===== config.mk =====
export PLATFORM = sky130hd
export DESIGN_NAME = bf_decoder
export DESIGN_NICKNAME = d
export VERILOG_FILES = /design/src/rtl/bf_decoder.sv
export SDC_FILE = /design/constraint.sdc
export NUM_CORES = 2
export LEC_CHECK = 0
export ABC_AREA = 1
export BUFFER_PORTS_ARGS = -buffer_cell sky130_fd_sc_hd__buf_2
export CAP_MARGIN = 20
export CELL_PAD_IN_SITES_DETAIL_PLACEMENT = 0
export CELL_PAD_IN_SITES_GLOBAL_PLACEMENT = 2
export CORE_ASPECT_RATIO = 1.4
export CORE_MARGIN = 4
export CORE_UTILIZATION = 33
export CTS_BUF_LIST = sky130_fd_sc_hd__clkbuf_8
export DETAILED_ROUTE_END_ITERATION = 10
export GPL_TIMING_DRIVEN = 0
export PLACE_DENSITY = 0.8
export RECOVER_POWER = 25
export SLEW_MARGIN = 20
export SYNTH_ARGS = -nofsm -noshare
export SYNTH_HDL_FRONTEND = slang
export SYNTH_SLANG_ARGS = --single-unit

===== constraint.sdc =====
create_clock -name clk -period 19.1 [get_ports clk]
set_input_delay 0.955 -clock clk [delete_from_list [all_inputs] [get_ports clk]]
set_output_delay 0.955 -clock clk [all_outputs]
set_load 0.02 [all_outputs]

===== src/rtl/bf_decoder.sv =====
// bf_decoder: serial bit-flipping decoder for QC-MDPC decapsulation.
// Takes the syndrome and the sparse h0/h1 position lists, then visits every
// error bit once per iteration (block 0 first, then block 1, one bit per
// cycle). A bit is flipped when its unsatisfied-parity-check count reaches
// th, and the working syndrome is updated right away, so later bits see the
// effect of earlier flips. It stops on a zero syndrome (success) or after
// NITER iterations (failure).
//
// Ports:
//   clk, rst          clock; asynchronous active-high reset
//   start             one-cycle request, honoured only when idle
//   s_in              R-bit syndrome, latched on start
//   h0_pos_flat       W positions for block 0, entry i at [i*POS_W +: POS_W]
//   h1_pos_flat       W positions for block 1, same packing
//   th                flip threshold, latched on start
//   e0, e1            recovered error blocks
//   iter_cnt          number of iterations started
//   busy              high whenever the decoder is not idle
//   success           result flag, valid with done, held until next start
//   done              one-cycle completion pulse
module bf_decoder #(
  parameter int R     = 127,
  parameter int W     = 5,
  parameter int POS_W = 8,
  parameter int TH_W  = 4,
  parameter int NITER = 4,
  parameter int IT_W  = 3
) (
  input  logic               clk,
  input  logic               rst,
  input  logic               start,
  input  logic [R-1:0]       s_in,
  input  logic [W*POS_W-1:0] h0_pos_flat,
  input  logic [W*POS_W-1:0] h1_pos_flat,
  input  logic [TH_W-1:0]    th,
  output logic [R-1:0]       e0,
  output logic [R-1:0]       e1,
  output logic [IT_W-1:0]    iter_cnt,
  output logic               busy,
  output logic               success,
  output logic               done
);

  typedef enum logic [1:0] {IDLE, CHECK, SCAN, DONE} state_t;

  state_t             state_r, state_nxt;
  logic [R-1:0]       s_reg;
  logic [W*POS_W-1:0] h0_r, h1_r;
  logic [TH_W-1:0]    th_r;
  logic [POS_W-1:0]   j_r;
  logic               blk_r;

  logic [W*POS_W-1:0] pos_s;
  logic [TH_W-1:0]    upc_s;
  logic [R-1:0]       s_mask_s;
  logic               flip_s;
  logic               last_bit_s;

  // (j + p) mod R without a divider: entries are < R, so one subtraction suffices.
  function automatic logic [POS_W-1:0] wrap_idx(input logic [POS_W-1:0] j,
                                                input logic [POS_W-1:0] p);
    logic [POS_W:0] sum;
    sum = {1'b0, j} + {1'b0, p};
    if (sum >= (POS_W+1)'(R)) begin
      sum = sum - (POS_W+1)'(R);
    end else begin
      sum = sum;
    end
    return sum[POS_W-1:0];
  endfunction

  // UPC of the current bit and the syndrome toggle mask it would apply.
  // The mask is built with XOR so duplicate positions cancel out.
  always_comb begin
    logic [POS_W-1:0] idx_v;
    logic [R-1:0]     sh_v;
    pos_s    = blk_r ? h1_r : h0_r;
    upc_s    = '0;
    s_mask_s = '0;
    idx_v    = '0;
    sh_v     = '0;
    for (int k = 0; k < W; k++) begin
      idx_v    = wrap_idx(j_r, pos_s[k*POS_W +: POS_W]);
      sh_v     = s_reg >> idx_v;
      upc_s    = upc_s + TH_W'(sh_v[0]);
      s_mask_s = s_mask_s ^ (R'(1) << idx_v);
    end
    flip_s     = (upc_s >= th_r);
    last_bit_s = blk_r && (j_r == POS_W'(R-1));
  end

  // State register.
  always_ff @(posedge clk or posedge rst) begin
    if (rst) state_r <= IDLE;
    else     state_r <= state_nxt;
  end

  // Next-state logic.
  always_comb begin
    state_nxt = state_r;
    case (state_r)
      IDLE:    if (start) state_nxt = CHECK; else state_nxt = IDLE;
      CHECK:   if (s_reg == '0)                  state_nxt = DONE;
               else if (iter_cnt == IT_W'(NITER)) state_nxt = DONE;
               else                              state_nxt = SCAN;
      SCAN:    if (last_bit_s) state_nxt = CHECK; else state_nxt = SCAN;
      DONE:    state_nxt = IDLE;
      default: state_nxt = IDLE;
    endcase
  end

  // Datapath: input latching, per-bit flip/syndrome update, result flags.
  always_ff @(posedge clk or posedge rst) begin
    if (rst) begin
      s_reg    <= '0;
      h0_r     <= '0;
      h1_r     <= '0;
      th_r     <= '0;
      j_r      <= '0;
      blk_r    <= 1'b0;
      e0       <= '0;
      e1       <= '0;
      iter_cnt <= '0;
      success  <= 1'b0;
      done     <= 1'b0;
      busy     <= 1'b0;
    end else begin
      done <= 1'b0;
      busy <= (state_nxt != IDLE);
      case (state_r)
        IDLE: begin
          if (start) begin
            s_reg    <= s_in;
            h0_r     <= h0_pos_flat;
            h1_r     <= h1_pos_flat;
            th_r     <= th;
            e0       <= '0;
            e1       <= '0;
            iter_cnt <= '0;
            success  <= 1'b0;
          end
        end
        CHECK: begin
          if (s_reg == '0) begin
            success <= 1'b1;
          end else if (iter_cnt == IT_W'(NITER)) begin
            success <= 1'b0;
          end else begin
            iter_cnt <= iter_cnt + IT_W'(1);
            j_r      <= '0;
            blk_r    <= 1'b0;
          end
        end
        SCAN: begin
          if (flip_s) begin
            s_reg <= s_reg ^ s_mask_s;
            if (blk_r) e1 <= e1 ^ (R'(1) << j_r);
            else       e0 <= e0 ^ (R'(1) << j_r);
          end
          if (j_r == POS_W'(R-1)) begin
            j_r   <= '0;
            blk_r <= ~blk_r;
          end else begin
            j_r <= j_r + POS_W'(1);
          end
        end
        DONE: done <= 1'b1;
        default: ;
      endcase
    end
  end

endmodule


==> flow_metrics.py <==
metrics = {
    "status": {
        "run_status": "finished, violations left",
        "failed_checks": "max-capacitance violations, max-slew violations",
    },
    "global_routing": {
        "grt_max_degree": 101,
        "grt_pass1_wl_mm": 525,
        "track_usage_pct": 49.4,
        "antenna_found_initial": 56,
        "grt_pass1_vias": 60400,
        "overflow": 0,
    },
    "setup_path": {
        "cp-start-kind": "register",
        "path_max_fanout": 10,
        "crit_arrival_ns": 13.96,
        "path_class": "reg2reg",
        "startpoint": "blk_r$_DFFE_PP0P_",
        "path_common_cell": "nand2_1",
        "slowest_stage": "nor2_1",
        "r2r.worst_path.cells": 44,
        "slowest_delay_ns": 0.92,
        "cp-endpoint": "e0[0]$_DFFE_PP0P_",
        "r2r-end": "e0[0]$_DFFE_PP0P_",
        "r2r_setup_slack_ns": 5.90,
        "r2r_start": "blk_r$_DFFE_PP0P_",
        "worst_setup_path_end_kind": "register",
        "cp.required_ns": 19.86,
    },
    "finish": {
        "finalInstanceArea_sq_um": 57200,
        "drive_gt1_share_pct": 12.1,
        "area_growth_pct": 15.1,
        "final_net_count": 9437,
        "stdcell_count": 11200,
    },
    "cts": {
        "clk_latency_ns": 0.94,
        "cts_made_buffers": 84,
        "clk_pin_slew_ns": 0.06,
        "cts_sinks": 482,
        "h-tree-depth": 3,
        "clock_path_buffers": 3,
        "postCtsSetupBuffers": 0,
        "cts_tree": "built",
        "root_buffer": "clkbuf_8",
        "ctsResizeCount": 0,
        "cts_hold_buf": 0,
    },
    "timing": {
        "setup_viol": 0,
        "finalHoldViolCount": 0,
        "finalClockSkew_ns": 0.104,
        "rsz0062_at_grt": "false",
        "worst_pin_slew_ns": 5.46,
        "relSlewSlack_pct": -264,
        "timing.fmax_mhz": 75.7,
        "fin_crit_sh_pct": 69.1,
        "period_needed_ns": 13.20,
        "final-max-slew-violation-count": 334,
    },
    "job": {
        "maxCapViolCount": 4,
    },
    "logic_synthesis": {
        "syn_nets": 8842,
        "syn-cell-area_sq_um": 49700,
        "synth_top_flop_cell": "dfrtp_1",
        "synthArstFlopShare_pct": 100,
        "yosys-top-cells-area": "dfrtp_1, nand2_1, nand3_1",
        "synth_cells": 8564,
        "synth_top_cell_area_share_pct": 24.3,
        "synth-edff-count": 0,
        "synthDistinctLibCells": 64,
        "synth_top_area_cell": "dfrtp_1",
        "ys_warn_count": 0,
        "ys_seq_elements": 482,
        "avgSynthCellArea_sq_um": 5.80,
        "yosysSeqAreaShare_pct": 24.3,
    },
    "die": {
        "die_x_um": 336,
        "die_h_um": 467,
        "core_sq_um": 150000,
        "io_pins": 474,
        "fp.dieArea_sq_um": 157000,
        "start_util_pct": 33.2,
        "rows": 168,
    },
    "placement": {
        "place_area_sq_um": 54900,
        "dp_hpwl_mm": 308,
        "io_buffers": 473,
        "place_inst": 11000,
        "place.gp.congestion": 1.16,
    },
    "detailed_routing": {
        "antenna_left": 0,
        "drt_wl_total_mm": 391,
        "drt_pass1_iterations": 10,
        "initialDrtViolationCount": 8987,
        "wl_per_cell_um": 34.8,
        "vias_per_cell": 5.88,
        "drc_errors": 0,
        "dr_total_vias": 66000,
    },
    "worst_hold_path": {
        "hold_class": "in2reg",
        "holdPathStages": 3,
    },
}
==> stage by stage <==
step,hold slack (ns),setup WS (ns),util [%],setup TNS [ns]
after floorplan,0.449,4.70,-,0
after global placement,0.463,-1.80,36.4,-801.52
after detailed placement,0.465,6.56,36.7,0
after CTS,0.143,6.55,37.9,0
after global routing,0.269,5.68,38.2,0
final,0.290,5.90,38.2,0
==> cells in the mapped netlist, drive strengths merged, types with 5 or more instances <==
cell and number:
o21bai 9, nand4 227, o21ai 208, xnor2 11
a22oi 34, buf 191, clkinv 15, o211ai 27
xor2 313, clkbuf 240, o2111ai 12, nand3b 95
nor2 1521, dfrtp 482, nor4 32, o21a 7
fa 7, nand3 1298, o221ai 5, a21oi 118
nor3 120, nand2 2553, ha 57, inv 969
==> placed cells by master, fill, tap and decap left out, types with 29 or more instances in the layout <==
master	instances
nand2_1	2491
clkbuf_8	110
nand2_2	48
nand3_1	1281
nor3_1	82
dfrtp_1	481
buf_1	31
a22oi_1	34
inv_1	937
diode_2	43
a21oi_1	115
nor2_2	71
nor2_1	1426
o21ai_0	160
inv_2	44
nor4_1	29
nand3b_1	92
xor2_1	311
clkbuf_1	224
o21ai_1	42
buf_2	597
nand4_1	219
ha_1	57
==> worst max-delay path, delay by kind of cell, from the launching register on <==
kind	cells	cell delay, ns
AND/OR/NAND/NOR	22	5.91
buffers and inverters	11	3.94
adder cells (fa/ha/maj)	7	2.34
flip-flops	1	0.32
AO/OA/AOI/OAI	3	0.29
XOR/XNOR	1	0.19
==> logic make-up after synthesis <==
family	count (synthesis)	synth area share [%]
DFF	482	24.3
adders and majority gates	64	1.72
AOI/OAI and AO/OA	429	5.05
buffers and inverters	1415	11.4
and+or+nand+nor	5850	51.8
xor gates and xnor gates	324	5.76
==> cell type report <==
type	count	area [sq um]
Timing Repair Buffer	509	2920
Clock inverter	43	367
Inverter	984	3700
Buffer	431	1980
Antenna cell	43	108
Clock buffer	110	1510
Fill cell	16800	92500
Tap cell	1955	2450
Multi-Input combinational cell	6667	32100
Sequential cell	482	12100
==> metal layers <==
metal | wire length, um | GRT usage [%]
met2 | 164000 | 71.7
met5 | 584 | 1.82
met3 | 46100 | 22.9
met4 | 51600 | 51.2
met1 | 128000 | 50.9
==> worst min-delay path by stage <==
stage	start	endpoint	slack [ns]
2_1_floorplan	h1_r[0]$_DFFE_PP0P_	h1_r[0]$_DFFE_PP0P_	0.45
3_3_place_gp	h1_r[21]$_DFFE_PP0P_	h1_r[21]$_DFFE_PP0P_	0.46
3_5_place_dp	h1_r[19]$_DFFE_PP0P_	h1_r[19]$_DFFE_PP0P_	0.46
4_1_cts	rst	h1_r[15]$_DFFE_PP0P_	0.14
5_1_grt	h1_pos_flat[32]	h1_r[32]$_DFFE_PP0P_	0.27
6_report	th[0]	th_r[0]$_DFFE_PP0P_	0.29
Power is not shown: default switching activity piles up to over one toggle a cycle in this logic, so the estimate is an artifact.
